--- src/rtl/sn_reg_decoder_if.sv ---
// CPU write bus and decoded register outputs of the SN76489-style PSG write decoder.
// master: CPU / bench side (drives we_n and data). slave: the decoder.
interface sn_reg_decoder_if;
    logic       we_n;
    logic [7:0] data;
    logic       ready;
    logic [9:0] tone0;
    logic [9:0] tone1;
    logic [9:0] tone2;
    logic [3:0] atten0;
    logic [3:0] atten1;
    logic [3:0] atten2;
    logic [3:0] atten3;
    logic       noise_mode;
    logic [1:0] noise_sel;
    logic       noise_rst;

    modport master (
        output we_n, data,
        input  ready, tone0, tone1, tone2, atten0, atten1, atten2, atten3,
               noise_mode, noise_sel, noise_rst
    );

    modport slave (
        input  we_n, data,
        output ready, tone0, tone1, tone2, atten0, atten1, atten2, atten3,
               noise_mode, noise_sel, noise_rst
    );
endinterface

--- src/rtl/sn_reg_decoder.sv ---
// SN76489-style PSG write decoder: latch/data byte protocol into tone, attenuation
// and noise-control registers, with a fixed READY busy window after each write.
// Optional macro SN_WE_SYNC_EN: adds a 2-flop synchronizer on we_n (accept 2 cycles later).
module sn_reg_decoder #(
    parameter int unsigned READY_CYCLES = 32
) (
    input  logic            clk,
    input  logic            rst_n,
    sn_reg_decoder_if.slave bus
);

    typedef enum logic [1:0] {
        IDLE  = 2'd0,
        APPLY = 2'd1,
        BUSY  = 2'd2
    } state_t;

    state_t          state_q, state_d;
    logic            we_in;
    logic            we_q;
    logic            accept;
    logic [7:0]      data_q, data_d;
    logic [7:0]      cnt_q, cnt_d;
    logic            ready_q, ready_d;
    logic [2:0][9:0] tone_q, tone_d;
    logic [3:0][3:0] atten_q, atten_d;
    logic            mode_q, mode_d;
    logic [1:0]      sel_q, sel_d;
    logic            nrst_q, nrst_d;
    logic [1:0]      chan_q, chan_d;
    logic            type_q, type_d;
    logic [1:0]      w_chan;
    logic            w_type;

`ifdef SN_WE_SYNC_EN
    logic we_s1_q, we_s2_q;

    // Two-stage synchronizer for an asynchronous CPU write strobe (idle high)
    always_ff @(posedge clk or negedge rst_n) begin
        if (!rst_n) begin
            we_s1_q <= 1'b1;
            we_s2_q <= 1'b1;
        end else begin
            we_s1_q <= bus.we_n;
            we_s2_q <= we_s1_q;
        end
    end

    assign we_in = we_s2_q;
`else
    assign we_in = bus.we_n;
`endif

    // A write is a falling edge of the strobe seen while idle; edges while busy are dropped
    assign accept = (state_q == IDLE) && we_q && !we_in;

    // State register
    always_ff @(posedge clk or negedge rst_n) begin
        if (!rst_n) state_q <= IDLE;
        else        state_q <= state_d;
    end

    // Next-state logic
    always_comb begin
        state_d = state_q;
        case (state_q)
            IDLE:    if (accept) state_d = APPLY;
            APPLY:   state_d = BUSY;
            BUSY:    if (cnt_q == 8'd1) state_d = IDLE;
            default: state_d = IDLE;
        endcase
    end

    // Output/datapath next values: capture on accept, decode in APPLY, count down in BUSY
    always_comb begin
        data_d  = data_q;
        cnt_d   = cnt_q;
        ready_d = ready_q;
        tone_d  = tone_q;
        atten_d = atten_q;
        mode_d  = mode_q;
        sel_d   = sel_q;
        nrst_d  = 1'b0;
        chan_d  = chan_q;
        type_d  = type_q;
        // a latch byte selects the target for itself as well as for later data bytes
        w_chan  = data_q[7] ? data_q[6:5] : chan_q;
        w_type  = data_q[7] ? data_q[4]   : type_q;
        case (state_q)
            IDLE: begin
                if (accept) data_d = bus.data;
            end
            APPLY: begin
                ready_d = 1'b0;
                cnt_d   = 8'(READY_CYCLES);
                chan_d  = w_chan;
                type_d  = w_type;
                if (w_type) begin
                    atten_d[w_chan] = data_q[3:0];
                end else if (w_chan == 2'd3) begin
                    mode_d = data_q[2];
                    sel_d  = data_q[1:0];
                    nrst_d = 1'b1;
                end else if (data_q[7]) begin
                    tone_d[w_chan][3:0] = data_q[3:0];
                end else begin
                    tone_d[w_chan][9:4] = data_q[5:0];
                end
            end
            BUSY: begin
                cnt_d = cnt_q - 8'd1;
                if (cnt_q == 8'd1) ready_d = 1'b1;
            end
            default: ;
        endcase
    end

    // Datapath and output registers
    always_ff @(posedge clk or negedge rst_n) begin
        if (!rst_n) begin
            we_q    <= 1'b1;
            data_q  <= '0;
            cnt_q   <= '0;
            ready_q <= 1'b1;
            tone_q  <= '0;
            atten_q <= '1;
            mode_q  <= 1'b0;
            sel_q   <= '0;
            nrst_q  <= 1'b0;
            chan_q  <= '0;
            type_q  <= 1'b0;
        end else begin
            we_q    <= we_in;
            data_q  <= data_d;
            cnt_q   <= cnt_d;
            ready_q <= ready_d;
            tone_q  <= tone_d;
            atten_q <= atten_d;
            mode_q  <= mode_d;
            sel_q   <= sel_d;
            nrst_q  <= nrst_d;
            chan_q  <= chan_d;
            type_q  <= type_d;
        end
    end

    assign bus.ready      = ready_q;
    assign bus.tone0      = tone_q[0];
    assign bus.tone1      = tone_q[1];
    assign bus.tone2      = tone_q[2];
    assign bus.atten0     = atten_q[0];
    assign bus.atten1     = atten_q[1];
    assign bus.atten2     = atten_q[2];
    assign bus.atten3     = atten_q[3];
    assign bus.noise_mode = mode_q;
    assign bus.noise_sel  = sel_q;
    assign bus.noise_rst  = nrst_q;

endmodule
--- src/flat_wrapper.sv ---
// flat-port wrapper written by rule: the top's interface ports become plain ports
module sn_reg_decoder_flat 
#(
    parameter int unsigned READY_CYCLES = 32
)
  (clk, rst_n, bus_we_n, bus_data, bus_ready, bus_tone0, bus_tone1, bus_tone2, bus_atten0, bus_atten1, bus_atten2, bus_atten3, bus_noise_mode, bus_noise_sel, bus_noise_rst);
  sn_reg_decoder_if bus_i ();
  input  logic clk;
  input  logic rst_n;
  input wire logic [$bits(bus_i.we_n)-1:0] bus_we_n;
  input wire logic [$bits(bus_i.data)-1:0] bus_data;
  output wire logic [$bits(bus_i.ready)-1:0] bus_ready;
  output wire logic [$bits(bus_i.tone0)-1:0] bus_tone0;
  output wire logic [$bits(bus_i.tone1)-1:0] bus_tone1;
  output wire logic [$bits(bus_i.tone2)-1:0] bus_tone2;
  output wire logic [$bits(bus_i.atten0)-1:0] bus_atten0;
  output wire logic [$bits(bus_i.atten1)-1:0] bus_atten1;
  output wire logic [$bits(bus_i.atten2)-1:0] bus_atten2;
  output wire logic [$bits(bus_i.atten3)-1:0] bus_atten3;
  output wire logic [$bits(bus_i.noise_mode)-1:0] bus_noise_mode;
  output wire logic [$bits(bus_i.noise_sel)-1:0] bus_noise_sel;
  output wire logic [$bits(bus_i.noise_rst)-1:0] bus_noise_rst;
  assign bus_i.we_n = bus_we_n;
  assign bus_i.data = bus_data;
  assign bus_ready = bus_i.ready;
  assign bus_tone0 = bus_i.tone0;
  assign bus_tone1 = bus_i.tone1;
  assign bus_tone2 = bus_i.tone2;
  assign bus_atten0 = bus_i.atten0;
  assign bus_atten1 = bus_i.atten1;
  assign bus_atten2 = bus_i.atten2;
  assign bus_atten3 = bus_i.atten3;
  assign bus_noise_mode = bus_i.noise_mode;
  assign bus_noise_sel = bus_i.noise_sel;
  assign bus_noise_rst = bus_i.noise_rst;
  sn_reg_decoder #(.READY_CYCLES(READY_CYCLES)) u_core (.clk(clk), .rst_n(rst_n), .bus(bus_i));
endmodule
--- config.mk ---
export PLATFORM = sky130hd
export DESIGN_NAME = sn_reg_decoder_flat
export DESIGN_NICKNAME = d
export VERILOG_FILES = /design/src/rtl/sn_reg_decoder_if.sv /design/src/rtl/sn_reg_decoder.sv /design/src/flat_wrapper.sv
export SDC_FILE = /design/constraint.sdc
export NUM_CORES = 1
export LEC_CHECK = 0
export BUFFER_PORTS_ARGS = -buffer_cell sky130_fd_sc_hd__buf_2
export CAP_MARGIN = 40
export CORE_UTILIZATION = 50
export DETAILED_ROUTE_END_ITERATION = 7
export MAX_ROUTING_LAYER = met4
export PLACE_DENSITY_LB_ADDON = 0.08
export SYNTH_ARGS = -nofsm -noshare
export SYNTH_HDL_FRONTEND = slang
export SYNTH_SLANG_ARGS = --single-unit
--- constraint.sdc ---
create_clock -name clk -period 2.75 [get_ports clk]
set_clock_uncertainty 0.2 [all_clocks]
set_input_delay 0.4125 -clock clk [delete_from_list [all_inputs] [get_ports clk]]
set_output_delay 0.4125 -clock clk [all_outputs]
set_load 0.05 [all_outputs]
==> results_dict.tcl <==
set metrics [dict create \
    status "completed" \
    synthesis.area_mm2 0.003143 \
    synth-seq-area-share 0.5884 \
    ys_top_cells_by_area "dfrtp_1 (44%), mux2_2 (22%), dfstp_2 (15%)" \
    path_cells "inv_1 > ha_1 > nor3b_1 > nand2_1 > nor2_1 > mux2_2" \
    dp_hpwl_um 4003 \
    numCtsBuffers 9 \
    synth-compound-area-share 0.03901 \
    period_needed_ns 2.146 \
    min_path_type "in2reg" \
    synth-xor-area-share 0 \
    num-fill-cells 487 \
    cts_setup_buffers 0 \
    vias 1983 \
    grt_pass1_vias 1839 \
    drive_gt1_frac 0.5492 \
    firstDrtPassIters 4 \
    cts_num_sinks 73 \
    slew_violations 0 \
    synth.area.mux_share 0.2321 \
    tightest_slew_ns 0.6446 \
    via_per_inst 5.359 \
    drtIter0Drc 104 \
    wl_per_cell_um 15.65 \
    fp.dieW_um 81.29 \
    fin_tns_setup_ns 0 \
    ys_ff_latch 73 \
    async_reset_ff_frac 1.000 \
    ys_warn_count 0 \
    clk_path_buf_depth 2 \
    antenna_found_initial 0 \
    rsz0062_at_grt "no" \
    multiInputGateArea_mm2 0.001220 \
    cts_htree_levels 3 \
    end_kind "flop" \
    crit_fanout 6 \
    syn_area_per_cell_um2 13.97 \
    cts_tree "done" \
    synth_top_family_by_area "multiplexers" \
    regArea_mm2 0.001849 \
    die-area_mm2 0.006607 \
    clk_latency_ns 0.33 \
    io_pins 62 \
    grt_pass1_wl_um 9121 \
    drv_cap 0 \
    setup_viol 0 \
    whs_ns 0.1033 \
    core_area_mm2 0.005991 \
    diodes 0 \
    die_y_um 81.29 \
    worstSetupPathType "reg2reg" \
    cts-root-buf "clkbuf_8" \
    synth_edf_count 0 \
    ant_nets 0 \
    overflow 0 \
    synthSimpleGateAreaFrac 0.08917 \
    crit_path_max_incr_delay_ns 0.39 \
    detail_route.wirelength_um 5789 \
    synth_top_area_frac 0.4379 \
    worstPathRequired_ns 2.77 \
    syn_nets 243 \
    syn2layout_area_growth_pct 18.03 \
    nets 308 \
    critPathArrivalTime_ns 2.17 \
    start_util 0.5246 \
    max_freq_ghz 0.4659 \
    crit_slowest_cell "dfrtp_1" \
    max_slew_margin 0.5703 \
    port-buffer-count 61 \
    gr-usage-all-layers 0.1979 \
    synthFlopType "dfrtp_1" \
    hold_viol 0 \
    rows 28 \
    startpoint_type "flop" \
    synth_fa_ha_area_frac 0.02787 \
    grt_start_max_net_pins 47 \
    synth_cell_types 34 \
    layout_common_cells "mux2_2 (61), buf_2 (61), dfrtp_1 (55)" \
    globalplace.congestion 0.8036 \
    clk_pin_slew_ns 0.07 \
    fin_crit_sh 0.7804 \
    netlist_instances 225 \
    yosys.area.top_type "dfrtp_1" \
    drc_errors 0 \
]
==> final timing paths <==
path / slack [ns] / to / cells after the start / from
setup / recovery: 0.60 / u_core.bus.tone0[2] / 6 / u_core.state_q[1]
max in group asynchronous: 1.19 / u_core.bus.atten1[3] / 3 / rst_n
hold / removal: 0.10 / u_core.data_q[1] / 2 / bus_data[1]
setup reg to reg: 0.60 / u_core.bus.tone0[2] / 6 / u_core.state_q[1]
hold reg to reg: 0.30 / u_core.bus.tone0[5] / 1 / u_core.bus.tone0[5]
min in group asynchronous: 0.44 / u_core.bus.noise_sel[1] / 2 / rst_n
==> metal layers <==
layer | track usage | vias to the layer above | wire (um)
met3 | 0.05281 | 7 | 212
met1 | 0.2408 | 1000 | 2602
met5 | - | - | 0
met2 | 0.3083 | 49 | 2896
met4 | 0.08750 | 0 | 78
li1 | - | 927 | -
==> state kept, by name (all words and copies together), names as in the netlist, 2 cells and up <==
signal	cells
u_core.bus.atten0	4
u_core.bus.atten1	4
u_core.bus.atten2	4
u_core.bus.atten3	4
u_core.bus.noise_sel	2
u_core.bus.tone0	10
u_core.bus.tone1	10
u_core.bus.tone2	10
u_core.chan_q	2
u_core.cnt_q	8
u_core.data_q	8
u_core.state_q	2
==> final cells by class <==
cell class                 instances  share of cell area
inverter                           8            0.008094
clock buffer                      16             0.04621
tap                               75             0.02530
timing repair buffer              64             0.09309
sequential                        73              0.4985
multi-input combinational        134              0.3288
==> Yosys cell counts (3+ instances only) <==
cell type,n
mux2_2,61
dfrtp_1,55
nand2_1,11
clkbuf_1,7
o21ai_0,7
a22o_1,3
nand3b_1,3
inv_1,8
nor2_1,5
nor3b_1,3
nand3_1,4
o21ai_2,3
ha_1,7
nor3_1,4
nand2b_1,3
dfstp_2,18
==> stage by stage <==
| stage | util | instance area (um^2) | cells | worst slack [ns] |
|---|---|---|---|---|
| final | 0.6193 | 3710 | 370 | 0.6038 |
| after global routing | 0.6193 | 3710 | 370 | 0.4315 |
| after CTS | 0.6193 | 3710 | 370 | 0.5846 |
| after detailed placement | 0.5873 | 3518 | 352 | 0.6104 |
| after global placement | 0.5873 | 3518 | 352 | 0.6774 |
| after floorplan | - | 3143 | 225 | 0.8571 |
==> worst max-delay path, delay by kind of cell, from the launching register on <==
| kind | cells | cell delay [ns] |
|---|---|---|
| flip-flops | 1 | 0.39 |
| buffers and inverters | 1 | 0.12 |
| multiplexers | 1 | 0.39 |
| AND/OR/NAND/NOR | 3 | 0.65 |
| adder cells (fa/ha/maj) | 1 | 0.28 |
==> cell families after synthesis <==
| logic type | after synthesis |
|---|---|
| flip-flops | 73 |
| multiplexers | 65 |
| AND/OR/NAND/NOR | 44 |
| AO/OA/AOI/OAI | 18 |
| buffers and inverters | 18 |
| adder cells (fa/ha/maj) | 7 |
==> timing repair <==
| action | 4_1_cts | 5_1_grt |
|---|---|---|
| hold buffers | 2 | 0 |
| setup endpoints to repair | 0 | 0 |
| gates resized for setup | 0 | 0 |
| hold endpoints to repair | 14 | 0 |
Power is left out: the tool's default activity adds up to more than one toggle a clock period on the data nets, which glitch-free logic cannot reach.
